### config.mk
export PLATFORM = sky130hd
export DESIGN_NAME = hit_judge
export DESIGN_NICKNAME = d
export VERILOG_FILES = /design/src/rtl/hit_judge.sv
export SDC_FILE = /design/constraint.sdc
export NUM_CORES = 1
export LEC_CHECK = 0
export ABC_AREA = 1
export BUFFER_PORTS_ARGS = -buffer_cell sky130_fd_sc_hd__buf_2
export CELL_PAD_IN_SITES_DETAIL_PLACEMENT = 1
export CELL_PAD_IN_SITES_GLOBAL_PLACEMENT = 2
export CORE_ASPECT_RATIO = 1.75
export CORE_MARGIN = 2
export CORE_UTILIZATION = 31
export CTS_CLUSTER_DIAMETER = 30
export CTS_CLUSTER_SIZE = 16
export DETAILED_ROUTE_END_ITERATION = 8
export PLACE_DENSITY_LB_ADDON = 0.3
export RECOVER_POWER = 25
export SETUP_SLACK_MARGIN = 0.05
export SYNTH_ARGS = -nofsm -noshare
export SYNTH_HDL_FRONTEND = slang
export SYNTH_SLANG_ARGS = --single-unit
### constraint.sdc
create_clock -name clk -period 6.81 [get_ports clk]
set_input_delay 1.362 -clock clk [delete_from_list [all_inputs] [get_ports clk]]
set_output_delay 1.362 -clock clk [all_outputs]
set_load 0.02 [all_outputs]
### src/rtl/hit_judge.sv
// Whack-a-mole hit judge: strike edges, BCD score, lives and game over.
// One strike per cooldown window; fail edges cost lives until OVER.
module hit_judge #(
    parameter int unsigned COOLDOWN = 4,
    parameter int unsigned LIVES    = 3
) (
    input  logic       clk,
    input  logic       rst,
    input  logic [9:0] mole,
    input  logic [9:0] fail,
    input  logic [9:0] sw,
    output logic [9:0] hit_clr,
    output logic [7:0] score,
    output logic [1:0] lives,
    output logic       game_over
);

    typedef enum logic [1:0] {PLAY, COOL, OVER} state_t;

    state_t     state, state_n;
    logic [9:0] sw_q, fail_q;
    logic [9:0] se, fe, hit_mask, hit_n, fe_cost;
    logic [7:0] cnt, cnt_n, score_n;
    logic [1:0] lives_n;
    logic [3:0] cost;
    logic       one_hot, many, go_n;

    function automatic logic [7:0] bcd_inc(input logic [7:0] s);
        if (s == 8'h99)
            return s;
        if (s[3:0] == 4'd9)
            return {s[7:4] + 4'd1, 4'd0};
        return {s[7:4], s[3:0] + 4'd1};
    endfunction

    function automatic logic [7:0] bcd_dec(input logic [7:0] s);
        if (s == 8'h00)
            return s;
        if (s[3:0] == 4'd0)
            return {s[7:4] - 4'd1, 4'd9};
        return {s[7:4], s[3:0] - 4'd1};
    endfunction

    // Edge detection, strike classification and the life cost of fail edges
    always_comb begin
        se       = sw & ~sw_q;
        fe       = fail & ~fail_q;
        one_hot  = (se != 10'd0) && ((se & (se - 10'd1)) == 10'd0);
        many     = (se != 10'd0) && !one_hot;
        hit_mask = (state == PLAY && one_hot) ? (se & mole) : 10'd0;
        fe_cost  = fe & ~hit_mask;
        cost     = 4'd0;
        for (int i = 0; i < 10; i++)
            cost = cost + {3'd0, fe_cost[i]};
    end

    // Next-state, score, lives and registered-output values
    always_comb begin
        state_n = state;
        cnt_n   = cnt;
        score_n = score;
        lives_n = lives;
        hit_n   = 10'd0;
        unique case (state)
            PLAY: begin
                if (one_hot) begin
                    state_n = COOL;
                    cnt_n   = 8'(COOLDOWN - 1);
                    if (hit_mask != 10'd0) begin
                        hit_n   = hit_mask;
                        score_n = bcd_inc(score);
                    end else begin
                        score_n = bcd_dec(score);
                    end
                end else if (many) begin
                    state_n = COOL;
                    cnt_n   = 8'(COOLDOWN - 1);
                end
            end
            COOL: begin
                if (cnt == 8'd0)
                    state_n = PLAY;
                else
                    cnt_n = cnt - 8'd1;
            end
            OVER: begin
                hit_n = 10'h3FF;
            end
            default: state_n = PLAY;
        endcase
        if (state != OVER && cost != 4'd0) begin
            if (cost >= {2'b00, lives}) begin
                lives_n = 2'd0;
                state_n = OVER;
            end else begin
                lives_n = lives - cost[1:0];
            end
        end
        if (state_n == OVER)
            hit_n = 10'h3FF;
        go_n = (state_n == OVER);
    end

    // State and output registers; input history tracks levels even in reset
    always_ff @(posedge clk) begin
        sw_q   <= sw;
        fail_q <= fail;
        if (rst) begin
            state     <= PLAY;
            cnt       <= 8'd0;
            score     <= 8'h00;
            lives     <= 2'(LIVES);
            hit_clr   <= 10'd0;
            game_over <= 1'b0;
        end else begin
            state     <= state_n;
            cnt       <= cnt_n;
            score     <= score_n;
            lives     <= lives_n;
            hit_clr   <= hit_n;
            game_over <= go_n;
        end
    end

endmodule
Yosys cells after proc, flatten, opt, wreduce, memory -nomap -nowiden
Index checks and enable logic that the tools add are counted.
- register bits after elaboration: 51
- input bits: 32
- output and inout bits: 21
- logic and storage cells: 104
- $add $sub $neg: 16
- $lt $le $gt $ge: 1
- equality and inequality tests: 9
- multiplexer cells: 43
- bitwise gates (word level): 8
- reduce and logical (&&, ||, !) cells: 18
- operators by type and width (cell ; number):
    2-to-1 mux 8 bit ; 12
    AND 10 bit ; 5
    2-to-1 mux 10 bit ; 4
    inverter 10 bit ; 3
    adder 4 x 1 -> 4 bit ; 6
    one-hot mux 10 bit (2 select lines) ; 1
    nonzero test 10 bit ; 2
    2-to-1 mux 1 bit ; 18
    logical NOT 8 bit ; 2
    one-hot mux 8 bit (2 select lines) ; 1
    2-to-1 mux 2 bit ; 6
    logical NOT 10 bit ; 1
    subtractor 10 x 1 -> 10 bit, second input constant ; 1
    adder 4 x 1 -> 4 bit, second input constant ; 2
    == test 8 bit, second input constant ; 1
    subtractor 4 x 1 -> 4 bit, second input constant ; 2
    subtractor 8 x 1 -> 8 bit, second input constant ; 1
    one-hot mux 2 bit (3 select lines) ; 1
    adder 3 x 1 -> 4 bit ; 1
    == test 2 bit, second input constant ; 2
    == test 4 bit, second input constant ; 1
    greater-or-equal comparator 4 x 2 -> 1 bit ; 1
    logical AND 1 bit ; 4
    logical NOT 4 bit ; 1
    other kinds (15) ; 16

Depth between registers and ports, before layout
- word-level depth: 24
- gate-level depth with buffers: 30
- depth with buffers taken out: 29

Worst setup path after synthesis
Ideal clock, no wire load.
- path kind: input-to-reg
- from: input port sw[8]
- to: register hit_clr[1]
- library setup time: 123 ps
- arrival: 5996 ps
- required time: 6687 ps
- setup slack: 691 ps
- stages: 23
- path buffers: 1
- cells stage by stage: inv_1 or2_2 nand4_1 nand3_2 nor2_8 buf_1 nand2_1 nand2_1 nor2_1 fa_1 inv_1 fa_1 inv_1 fa_1 ha_1 fa_1 ha_1 a211oi_1 nor2_1 nor2_1 nor2_1 inv_1 o21ai_0
- longest elaborated chain between the ends: 23
- elaborated cells on any way between the ends: 36
- classes of those cells: add/sub (10); order compare (1); eq/ne (1); mux (10); bitwise (5); reduce/logical (9)
- RTL lines (item ; line ; source):
    from (decl) ; 11 ; input logic [9:0] sw,
    AND 10 bit * ; 46 ; se = sw & ~sw_q;
    subtractor 10 x 1 -> 10 bit ; 48 ; one_hot = (se != 10'd0) && ((se & (se - 10'd1)) == 10'd0);
    AND 10 bit ; 48 ;
    logical NOT 10 bit ; 48 ;
    logical AND 1 bit ; 48 ;
    logical AND 1 bit ; 50 ; hit_mask = (state == PLAY && one_hot) ? (se & mole) : 10'd0;
    2-to-1 mux 10 bit ; 50 ;
    inverter 10 bit ; 51 ; fe_cost = fe & ~hit_mask;
    (+2 left out) ; n/a ;
    adder 2 x 1 -> 3 bit ; 54 ; cost = cost + {3'd0, fe_cost[i]};
    adder 3 x 1 -> 4 bit ; 54 ;
    adder 4 x 1 -> 4 bit (6 in series) ; 54 ;
    greater-or-equal comparator 4 x 2 -> 1 bit or nonzero test 4 bit (tied branches) ; 92, 91 ;
    2-to-1 mux 2 bit or logical AND 1 bit (tied branches) ; 92, 91 ;
    2-to-1 mux 2 bit ; 91 ; if (state != OVER && cost != 4'd0) begin
    == test 2 bit ; 99 ; if (state_n == OVER)
    2-to-1 mux 10 bit * ; 99 ;
    to (signal assigned) ; 120 ; hit_clr <= hit_n;
    to (decl) ; 12 ; output logic [9:0] hit_clr,
Mark *: on every way between the ends. The rest lies on a longest branch, timed or not.
A chain may end at the register's enable or synchronous reset.

Worst setup path in the final report
- from: input port sw[7]
- to: register hit_clr[2]
Same word-level chain as after synthesis.

==> flow_metrics.env <==
export IMPL_htreeDepth=2
export IMPL_yosys_register_bits=51
export IMPL_final_max_slew_viol_count=0
export IMPL_core_area_mm2=0.00837
export IMPL_io_pins=53
export IMPL_nets=468
export IMPL_synth_xor_area_frac=0.0163
export IMPL_final_setup_worst_slack_ps=624
export IMPL_drive_gt1_frac=0.192
export IMPL_crit_required_ps=6980
export IMPL_final_core_util=0.385
export IMPL_cts_max_path_buffers=2
export IMPL_worst_slew_pin_slew_ps=516
export IMPL_diodes=0
export IMPL_synthMuxAreaShare=0
export IMPL_pre_cts_ws_ps=346
export IMPL_overflow=0
export IMPL_finalHoldViolCount=0
export IMPL_ys_types=38
export IMPL_fp_dieW_um=74.3
export IMPL_setup_tns_ps=0
export IMPL_crit_path_frequent_cell="nand2_1"
export IMPL_antenna_left=0
export IMPL_clock_fmax_mhz=162
export IMPL_arrival_ps=6360
export IMPL_slowest_delay_ps=530
export IMPL_cts_tree="yes"
export IMPL_post_cts_buffers=0
export IMPL_synth_compound_area_share=0.0999
export IMPL_yosys_top_cells_count="76 x nand2_1, 54 x inv_1, 51 x dfxtp_1, 46 x nor2_1, 20 x nand3_1"
export IMPL_cts_resized=0
export IMPL_synth_top_area_frac=0.381
export IMPL_die_y_um=127
export IMPL_grt_usage=0.166
export IMPL_syn_area_mm2=0.00268
export IMPL_ir_worst_vdd_mv=0.110
export IMPL_yosysWarnings=0
export IMPL_viasPerCell=4.49
export IMPL_endpoint_kind="register"
export IMPL_slowest_stage="fa_1"
export IMPL_synth_fp_nets=413
export IMPL_cp_max_fo=16
export IMPL_finalCriticalPeriod_ps=6190
export IMPL_place_congestion=0.781
export IMPL_yosysTopAreaCell="dfxtp_1"
export IMPL_maxSlewHeadroom=0.652
export IMPL_period_share=0.908
export IMPL_yosysMostFrequentCell="nand2_1"
export IMPL_finalSetupViolCount=0
export IMPL_drt_total_wl_mm=7.17
export IMPL_antenna_found_initial=0
export IMPL_ctsHoldBuffers=0
export IMPL_async_flop_share=0
export IMPL_status="finished clean"
export IMPL_wire_per_inst_um=13.4
export IMPL_grt_pass1_wl_mm=12.0
export IMPL_startpoint_type="input pin"
export IMPL_numCtsBuffers=5
export IMPL_synthCells=365
export IMPL_grt_setup_unrepaired="false"
export IMPL_portBuffers=52
export IMPL_synth_edf_count=0
export IMPL_dp_hpwl_mm=5.95
export IMPL_drc_errors=0
export IMPL_yosysSeqAreaShare=0.381
export IMPL_grt_max_degree=17
export IMPL_worst_clock_skew_ps=6.98
export IMPL_clk_latency_ps=300
export IMPL_first_global_vias=2591
export IMPL_fp_row_count=44
export IMPL_synth_top_family_by_area="simple AND/OR/NAND/NOR gates"
export IMPL_synthToLayoutAreaGrowth_pct=20.2
export IMPL_hp_class="register to register"
export IMPL_dr_first_iter_drc_count=50
export IMPL_die_area_mm2=0.00944
export IMPL_synthFlopType="dfxtp_1"
export IMPL_drt_pass1_iterations=4
export IMPL_cts_clk_slew_worst_paths_ps=70
export IMPL_powerDensity_mw_per_mm2=361
export IMPL_root_buffer="clkbuf_16"
export IMPL_clock_sinks=51
export IMPL_synthSimpleGateAreaFrac=0.314
export IMPL_maxCapViolCount=0
export IMPL_initial_utilization=0.320
export IMPL_vias=2405
export IMPL_avgSynthCellArea_um2=7.35
export IMPL_critical_path_class="input pin to register"
export IMPL_ys_top_cells_by_area="dfxtp_1 38%, nand2_1 11%, inv_1 7.6%"
export IMPL_synthAdderAreaFrac=0.0915
export IMPL_p_leak_nw=1.63
-- routing by layer --
layer | global-route usage | vias to the layer above | wire length, µm
met1 | 0.168 | 1111 | 2680
met5 | 0 | - | 0
met3 | 0.0252 | 10 | 211
met4 | 0.0641 | 0 | 164
li1 | - | 1247 | -
met2 | 0.324 | 37 | 4110
-- kinds of logic (layout without fill, tap and decap cells) --
kind of cell,count (synthesis),in the layout
flip-flops,51,51
buffers and inverters,69,125
AND/OR/NAND/NOR,180,180
XOR/XNOR,5,5
adder cells (fa/ha/maj),16,16
AO/OA/AOI/OAI,44,44
-- registers in the layout (all words and copies together) (netlist names) --
register	flops
cnt	8
sw_q	10
fail_q	10
lives	2
score	8
hit_clr	10
state	2
game_over	1
-- cell type report --
type	instances	area [µm²]
clock buffer	5	125
clock inverter	3	43.8
fill	1116	5140
inverter	64	240
multi-input combinational	245	1400
sequential	51	1020
tap	115	144
timing repair buffer	53	251
-- through the flow --
step / hold slack (ps) / instance area (µm²) / total power (W) / instances
3_3_place_gp: 455 / 3070 / 0.000876 / 528
5_1_grt: 500 / 3220 / 0.00126 / 536
2_1_floorplan: 432 / 2680 / 0.000735 / 365
3_5_place_dp: 460 / 3070 / 0.000887 / 528
4_1_cts: 471 / 3240 / 0.00119 / 536
6_report: 465 / 3220 / 0.00116 / 536
-- critical path, delay by kind of cell --
family | cells | cell delay, ps
adders and majority gates | 6 | 2530
and+or+nand+nor | 12 | 1350
AOI/OAI and AO/OA | 3 | 600
buffers and inverters | 5 | 500
-- path summary, 6_finish.rpt --
| kind | start | cells past startpoint | slack [ps] | endpoint |
|---|---|---|---|---|
| min | cnt[3] | 2 | 470 | cnt[3] |
| max reg2reg | sw_q[7] | 26 | 1450 | hit_clr[2] |
| min reg2reg | cnt[3] | 2 | 470 | cnt[3] |
| max | sw[7] | 26 | 620 | hit_clr[2] |
-- placed cells by master (no fill, tap or decap), drive strengths merged --
master / count
o211ai: 2
fa: 6
or2: 5
clkbuf: 18
o21a: 1
dfxtp: 51
xnor2: 1
xor2: 4
clkinv: 3
o41ai: 2
bufinv: 1
nand2: 84
inv: 63
nor3b: 2
nand3b: 4
and3b: 2
a211oi: 1
nand4: 6
buf: 40
nor2: 52
ha: 10
nor3: 3
o21bai: 1
nand3: 22
a21oi: 17
o31ai: 1
a31oi: 2
o21ai: 17
-- where the power goes --
group / switching [W] / internal (W) / total (W) / leakage, nW
clock network: 0.000116 / 0.000173 / 0.000290 / 0.0838
logic: 0.000309 / 0.000170 / 0.000479 / 1.13
registers: 0.0000313 / 0.000362 / 0.000393 / 0.424
total: 0.000457 / 0.000705 / 0.00116 / 1.63
(Power assumes the default switching activity.)
